`config.mk`:
```
export PLATFORM = sky130hd
export DESIGN_NAME = pc_sequencer_flat
export DESIGN_NICKNAME = d
export VERILOG_FILES = /design/src/rtl/pc_sequencer_if.sv /design/src/rtl/pc_sequencer.sv /design/src/flat_wrapper.sv
export SDC_FILE = /design/constraint.sdc
export NUM_CORES = 1
export LEC_CHECK = 0
export CAP_MARGIN = 40
export CORE_MARGIN = 2
export CORE_UTILIZATION = 40
export DETAILED_ROUTE_END_ITERATION = 12
export MAX_ROUTING_LAYER = met4
export PLACE_DENSITY_LB_ADDON = 0.3
export SLEW_MARGIN = 30
export SYNTH_ARGS = -nofsm -noshare
export SYNTH_HDL_FRONTEND = slang
export SYNTH_SLANG_ARGS = --single-unit
```
`constraint.sdc`:
```
create_clock -name CLK -period 3.83 [get_ports CLK]
set_clock_uncertainty 0.2 [all_clocks]
set_input_delay 0.9575 -clock CLK [delete_from_list [all_inputs] [get_ports CLK]]
set_output_delay 0.9575 -clock CLK [all_outputs]
set_load 0.02 [all_outputs]
```
`src/rtl/pc_sequencer_if.sv`:
```
// Bus between the decoder/branch logic, the PC register and the PC sequencer.
// The master drives the decoded instruction information and the current PC.
// The slave (the sequencer) returns the PC load controls, the I/O strobes and its status.
interface pc_sequencer_if #(
  parameter int ADDR_W = 32
);
  logic [ADDR_W-1:0] pc_current;
  logic              halt_instr;
  logic              input_flag;
  logic              output_flag;
  logic              insert;
  logic              jump;
  logic [ADDR_W-1:0] jump_target;
  logic              branch_taken;
  logic [ADDR_W-1:0] branch_target;
  logic              pc_write;
  logic [ADDR_W-1:0] pc_next;
  logic              in_latch_en;
  logic              out_latch_en;
  logic [1:0]        state;
  logic [31:0]       instr_count;

  modport master (
    output pc_current, halt_instr, input_flag, output_flag, insert,
           jump, jump_target, branch_taken, branch_target,
    input  pc_write, pc_next, in_latch_en, out_latch_en, state, instr_count
  );

  modport slave (
    input  pc_current, halt_instr, input_flag, output_flag, insert,
           jump, jump_target, branch_taken, branch_target,
    output pc_write, pc_next, in_latch_en, out_latch_en, state, instr_count
  );
endinterface

```
`src/rtl/pc_sequencer.sv`:
```
// PC sequencer: decides each cycle whether the PC register loads and what it loads.
// IN instructions stall until a fresh rising edge of the operator insert key.
// OUT instructions stall for a fixed display time.
// HALT stalls until reset.
// The PC controls and the strobes are combinational from the state and the inputs.
// The state and the retired-instruction counter are registered.
module pc_sequencer #(
  parameter int ADDR_W   = 32,
  parameter int OUT_HOLD = 4,
  parameter int STEP     = 4
) (
  input logic              CLK,
  input logic              reset,
  pc_sequencer_if.slave    bus
);

  typedef enum logic [1:0] {
    RUN      = 2'd0,
    WAIT_IN  = 2'd1,
    WAIT_OUT = 2'd2,
    HALT     = 2'd3
  } seq_state_t;

  seq_state_t        state_r;
  logic [7:0]        hold_r;
  logic              ins_q_r;
  logic [31:0]       instr_count_r;

  logic [ADDR_W-1:0] seq_pc_s;
  logic              ins_rise_s;
  logic              pc_write_s;
  logic [ADDR_W-1:0] pc_next_s;
  logic              in_latch_s;
  logic              out_latch_s;

  // Sequential address wraps naturally at the address width.
  assign seq_pc_s   = bus.pc_current + ADDR_W'(STEP);
  assign ins_rise_s = bus.insert & ~ins_q_r;

  // Combinational PC load decision and I/O strobes for the current state.
  always_comb begin
    pc_write_s  = 1'b0;
    pc_next_s   = seq_pc_s;
    in_latch_s  = 1'b0;
    out_latch_s = 1'b0;
    case (state_r)
      RUN: begin
        if (bus.halt_instr) begin
          pc_write_s = 1'b0;
        end else if (bus.input_flag) begin
          pc_write_s = 1'b0;
        end else if (bus.output_flag) begin
          out_latch_s = 1'b1;
        end else if (bus.jump) begin
          pc_write_s = 1'b1;
          pc_next_s  = bus.jump_target;
        end else if (bus.branch_taken) begin
          pc_write_s = 1'b1;
          pc_next_s  = bus.branch_target;
        end else begin
          pc_write_s = 1'b1;
        end
      end
      WAIT_IN: begin
        if (ins_rise_s) begin
          pc_write_s = 1'b1;
          in_latch_s = 1'b1;
        end else begin
          pc_write_s = 1'b0;
        end
      end
      WAIT_OUT: begin
        if (hold_r == 8'd0) begin
          pc_write_s = 1'b1;
        end else begin
          pc_write_s = 1'b0;
        end
      end
      HALT: begin
        pc_write_s = 1'b0;
      end
      default: begin
        pc_write_s = 1'b0;
      end
    endcase
  end

  // State machine, display hold counter, insert edge register and retired-instruction counter.
  always_ff @(posedge CLK or negedge reset) begin
    if (!reset) begin
      state_r       <= RUN;
      hold_r        <= 8'd0;
      ins_q_r       <= 1'b0;
      instr_count_r <= 32'd0;
    end else begin
      ins_q_r <= bus.insert;
      if (pc_write_s) begin
        instr_count_r <= instr_count_r + 32'd1;
      end
      case (state_r)
        RUN: begin
          if (bus.halt_instr) begin
            state_r <= HALT;
          end else if (bus.input_flag) begin
            state_r <= WAIT_IN;
          end else if (bus.output_flag) begin
            hold_r  <= 8'(OUT_HOLD - 1);
            state_r <= WAIT_OUT;
          end else begin
            state_r <= RUN;
          end
        end
        WAIT_IN: begin
          if (ins_rise_s) begin
            state_r <= RUN;
          end
        end
        WAIT_OUT: begin
          if (hold_r == 8'd0) begin
            state_r <= RUN;
          end else begin
            hold_r <= hold_r - 8'd1;
          end
        end
        HALT: begin
          state_r <= HALT;
        end
        default: begin
          state_r <= RUN;
        end
      endcase
    end
  end

  assign bus.pc_write     = pc_write_s;
  assign bus.pc_next      = pc_next_s;
  assign bus.in_latch_en  = in_latch_s;
  assign bus.out_latch_en = out_latch_s;
  assign bus.state        = state_r;
  assign bus.instr_count  = instr_count_r;

endmodule

```
`src/flat_wrapper.sv`:
```
// flat-port wrapper written by rule: the top's interface ports become plain ports
module pc_sequencer_flat 
#(
  parameter int ADDR_W   = 32,
  parameter int OUT_HOLD = 4,
  parameter int STEP     = 4
)
  (CLK, reset, bus_pc_current, bus_halt_instr, bus_input_flag, bus_output_flag, bus_insert, bus_jump, bus_jump_target, bus_branch_taken, bus_branch_target, bus_pc_write, bus_pc_next, bus_in_latch_en, bus_out_latch_en, bus_state, bus_instr_count);
  pc_sequencer_if #(.ADDR_W(ADDR_W)) bus_i ();
  input logic CLK;
  input logic reset;
  input wire logic [$bits(bus_i.pc_current)-1:0] bus_pc_current;
  input wire logic [$bits(bus_i.halt_instr)-1:0] bus_halt_instr;
  input wire logic [$bits(bus_i.input_flag)-1:0] bus_input_flag;
  input wire logic [$bits(bus_i.output_flag)-1:0] bus_output_flag;
  input wire logic [$bits(bus_i.insert)-1:0] bus_insert;
  input wire logic [$bits(bus_i.jump)-1:0] bus_jump;
  input wire logic [$bits(bus_i.jump_target)-1:0] bus_jump_target;
  input wire logic [$bits(bus_i.branch_taken)-1:0] bus_branch_taken;
  input wire logic [$bits(bus_i.branch_target)-1:0] bus_branch_target;
  output wire logic [$bits(bus_i.pc_write)-1:0] bus_pc_write;
  output wire logic [$bits(bus_i.pc_next)-1:0] bus_pc_next;
  output wire logic [$bits(bus_i.in_latch_en)-1:0] bus_in_latch_en;
  output wire logic [$bits(bus_i.out_latch_en)-1:0] bus_out_latch_en;
  output wire logic [$bits(bus_i.state)-1:0] bus_state;
  output wire logic [$bits(bus_i.instr_count)-1:0] bus_instr_count;
  assign bus_i.pc_current = bus_pc_current;
  assign bus_i.halt_instr = bus_halt_instr;
  assign bus_i.input_flag = bus_input_flag;
  assign bus_i.output_flag = bus_output_flag;
  assign bus_i.insert = bus_insert;
  assign bus_i.jump = bus_jump;
  assign bus_i.jump_target = bus_jump_target;
  assign bus_i.branch_taken = bus_branch_taken;
  assign bus_i.branch_target = bus_branch_target;
  assign bus_pc_write = bus_i.pc_write;
  assign bus_pc_next = bus_i.pc_next;
  assign bus_in_latch_en = bus_i.in_latch_en;
  assign bus_out_latch_en = bus_i.out_latch_en;
  assign bus_state = bus_i.state;
  assign bus_instr_count = bus_i.instr_count;
  pc_sequencer #(.ADDR_W(ADDR_W), .OUT_HOLD(OUT_HOLD), .STEP(STEP)) u_core (.CLK(CLK), .reset(reset), .bus(bus_i));
endmodule
```
==> impl_metrics.toml <==
[drt]
ant_nets = 0
drt-pass1-iter-count = 4
routedWlPerCell_um = 17.9
routed_wl_um = 12800
drt-vias-per-instance = 5.62
vias = 4032
first_iter_violations = 238
route.detailed.drc = 0

[grt]
grt_pass1_vias = 3890
grt-ovfl-total = 0
grt_first_pass_wirelength_um = 19000
grt_max_degree = 31
grtUsageTotal_pct = 27.6
grt_antenna_before_repair = 0

[synthesis]
ys_warn_count = 0
synth_edf_count = 0
synthCells = 385
synth_area_um2 = 3220
synth.distinct_cells = 43
syn-num-nets = 492
synth_seq_area_share_pct = 33.4
avgSynthCellArea_um2 = 8.37
synth_ff_type = "dfrtp_1"
async_reset_ff_share_pct = 100
synth-seq-cells = 43

[power]
power.density_nw_per_um2 = 226
ir_worst_vdd_mv = 0.246
leakagePower_nw = 2.48
power_mw = 1.28

[worst_setup_path]
worst_ep_arrival_time_ns = 2.61
path_class = "in -> out"
endpoint_kind = "output pin"
start_kind = "input port"
worstPathMaxFanout = 3
cp.required_ns = 2.67

[layout]
finalNetCount = 721
regArea_um2 = 1080
multi_input_area_um2 = 2140
design_area_um2 = 5640
fin_util_pct = 72.7
diodes = 0
syn2layout_area_growth_pct = 75.2
drive_above_1_share_pct = 22.8
fillers = 624
stdcell_count = 717

[placed_design]
pre_cts_ws_ns = -0.642
gp_congestion = 0.963
dp_hpwl_um = 9460
dpl.cell_count = 698
post_dp_cell_area_um2 = 5490
io_buffers = 172

[sta]
hold_viol_final = 0
fin_crit_sh_pct = 98.4
holdWs_ns = 0.278
tns_ns = 0
slew_viol_final = 0
max-slew-margin-rel_pct = 56.9
fmax_ghz = 0.265
tightestPinTransition_ns = 0.646
period_minus_slack_ns = 3.77
setup_ws_ns = 0.0611
setup_violations = 0

[floorplan]
die_h_um = 93.7
core_um2 = 7770
die_x_um = 93.7
die-area_um2 = 8790
start_util_pct = 41.5
row_count = 32
io_pins = 173

[cts]
ctsHtreeMaxLevel = 2
root_buffer = "clkbuf_8"
cts_hold_buf = 0
clkTransAtPathRegs_ns = 0.08
clockBufferDepth = 2
insertion_delay_ns = 0.30
clock_sinks = 43
cts_tree = "yes"
numCtsBuffers = 5

[run]
cap_violations = 0

[run_status]
outcome = "complete, no violations"

[hold_path]
holdCritPathClass = "reg -> reg"
-- cell usage after synthesis, types with 2 or more instances --
master / n / area share, %
xor2_1: 42 / 11
o21a_1: 2 / 0.47
and2_1: 3 / 0.58
o21ai_0: 11 / 1.7
xnor2_1: 23 / 6.3
and3_1: 18 / 3.5
nand3_1: 28 / 4.3
dfrtp_1: 43 / 33
nor2_1: 34 / 4.0
nand2_1: 24 / 2.8
a21oi_1: 14 / 2.2
nor3_1: 14 / 2.2
o22ai_1: 21 / 4.1
nand4_1: 18 / 3.5
buf_2: 3 / 0.47
a22oi_1: 28 / 6.5
o2111ai_1: 2 / 0.54
clkbuf_1: 13 / 1.5
and4_1: 2 / 0.54
inv_1: 9 / 1.0
nor4_1: 6 / 1.2
or2_2: 2 / 0.39
o21bai_1: 2 / 0.47
nand4b_1: 2 / 0.54
ha_1: 3 / 1.2
-- registers in the layout (all words and copies together), names as in the netlist --
| signal | count |
|---|---|
| u_core.bus.instr_count | 32 |
| u_core.hold_r | 8 |
| u_core.bus.state | 2 |
| u_core.ins_q_r | 1 |
-- cells in the final DEF (no fill, tap or decap), drive strengths merged, types with 2 or more instances in the layout --
master | Yosys | routed
nand2 | 24 | 24
a22oi | 28 | 28
and4 | 2 | 2
ha | 3 | 3
o22ai | 21 | 21
nand4b | 2 | 2
nand3 | 28 | 28
inv | 9 | 9
o21a | 2 | 2
nand4 | 18 | 18
and2 | 3 | 3
a21oi | 14 | 14
o2111ai | 2 | 2
clkbuf | 13 | 15
o21bai | 2 | 2
nor4 | 7 | 7
dlymetal6s2s | 0 | 3
o21ai | 12 | 12
nor2 | 34 | 34
nor3 | 15 | 15
clkdlybuf4s50 | 0 | 122
dfrtp | 43 | 43
clkinvlp | 0 | 2
and3 | 18 | 18
xor2 | 42 | 42
xnor2 | 23 | 23
buf | 3 | 95
or2 | 2 | 2
dlygate4sd2 | 0 | 8
-- what timing repair did --
action / in CTS / in global routing
endpoints found under the setup margin: 34 / 31
pin swaps: 10 / 10
setup buffers: 4 / 3
endpoints found under the hold margin: 0 / 0
gates cloned: 2 / 2
gates resized for setup: 152 / 55
-- worst max-delay path, stage by stage --
cell	delay, ns
clkdlybuf4s50_1	0.53
nand3_2	0.15
buf_4	0.18
buf_4	0.13
nor2_1	0.11
nand2_1	0.08
xor2_1	0.14
o22ai_1	0.13
clkbuf_2	0.20
-- where the power goes --
part           switching [mW]  internal (mW)
registers              0.0554          0.499
clock network           0.157          0.128
logic                   0.207          0.231
-- final cells by class --
type,instances,share of cell area (%)
multi-input cells,316,37.8
flip-flops and latches,43,19.1
clock buffers,6,1.29
clock inverters,2,0.222
well taps,102,2.26
repair buffers,238,38.6
inverters,10,0.732
-- kinds of logic (layout without fill, tap and decap cells) --
kind of cell / count (synthesis) / count (layout) / synth area share [%]
buf+inv: 26 / 256 / 3.15
compound gates: 85 / 85 / 17.2
flops: 43 / 43 / 33.4
mux: 1 / 1 / 0.349
simple gates: 162 / 162 / 27.0
fa+ha+maj: 3 / 3 / 1.17
xor+xnor: 65 / 65 / 17.7
-- per-layer routing --
metal | routed length [um] | GRT usage, % | vias to the layer above
met3 | 924 | 4.25 | 25
met1 | 5110 | 35.1 | 1922
li1 | - | - | 1881
met5 | 0 | - | -
met4 | 267 | 5.68 | 0
met2 | 6530 | 46.8 | 204
-- final timing paths --
| kind | startpoint | end | slack, ns | cells past startpoint |
|---|---|---|---|---|
| min | u_core.bus.instr_count[31]$_DFFE_PN0P_ | u_core.bus.instr_count[31]$_DFFE_PN0P_ | 0.28 | 1 |
| max reg2reg | u_core.hold_r[0]$_DFFE_PN0P_ | u_core.bus.instr_count[22]$_DFFE_PN0P_ | 1.12 | 8 |
| max | bus_pc_current[18] | bus_pc_next[22] | 0.06 | 9 |
| max in group asynchronous | reset | u_core.hold_r[6]$_DFFE_PN0P_ | 2.44 | 2 |
| min reg2reg | u_core.bus.instr_count[31]$_DFFE_PN0P_ | u_core.bus.instr_count[31]$_DFFE_PN0P_ | 0.28 | 1 |
| min in group asynchronous | reset | u_core.bus.instr_count[19]$_DFFE_PN0P_ | 0.47 | 1 |
No activity file was read; power rests on OpenSTA's default activity.
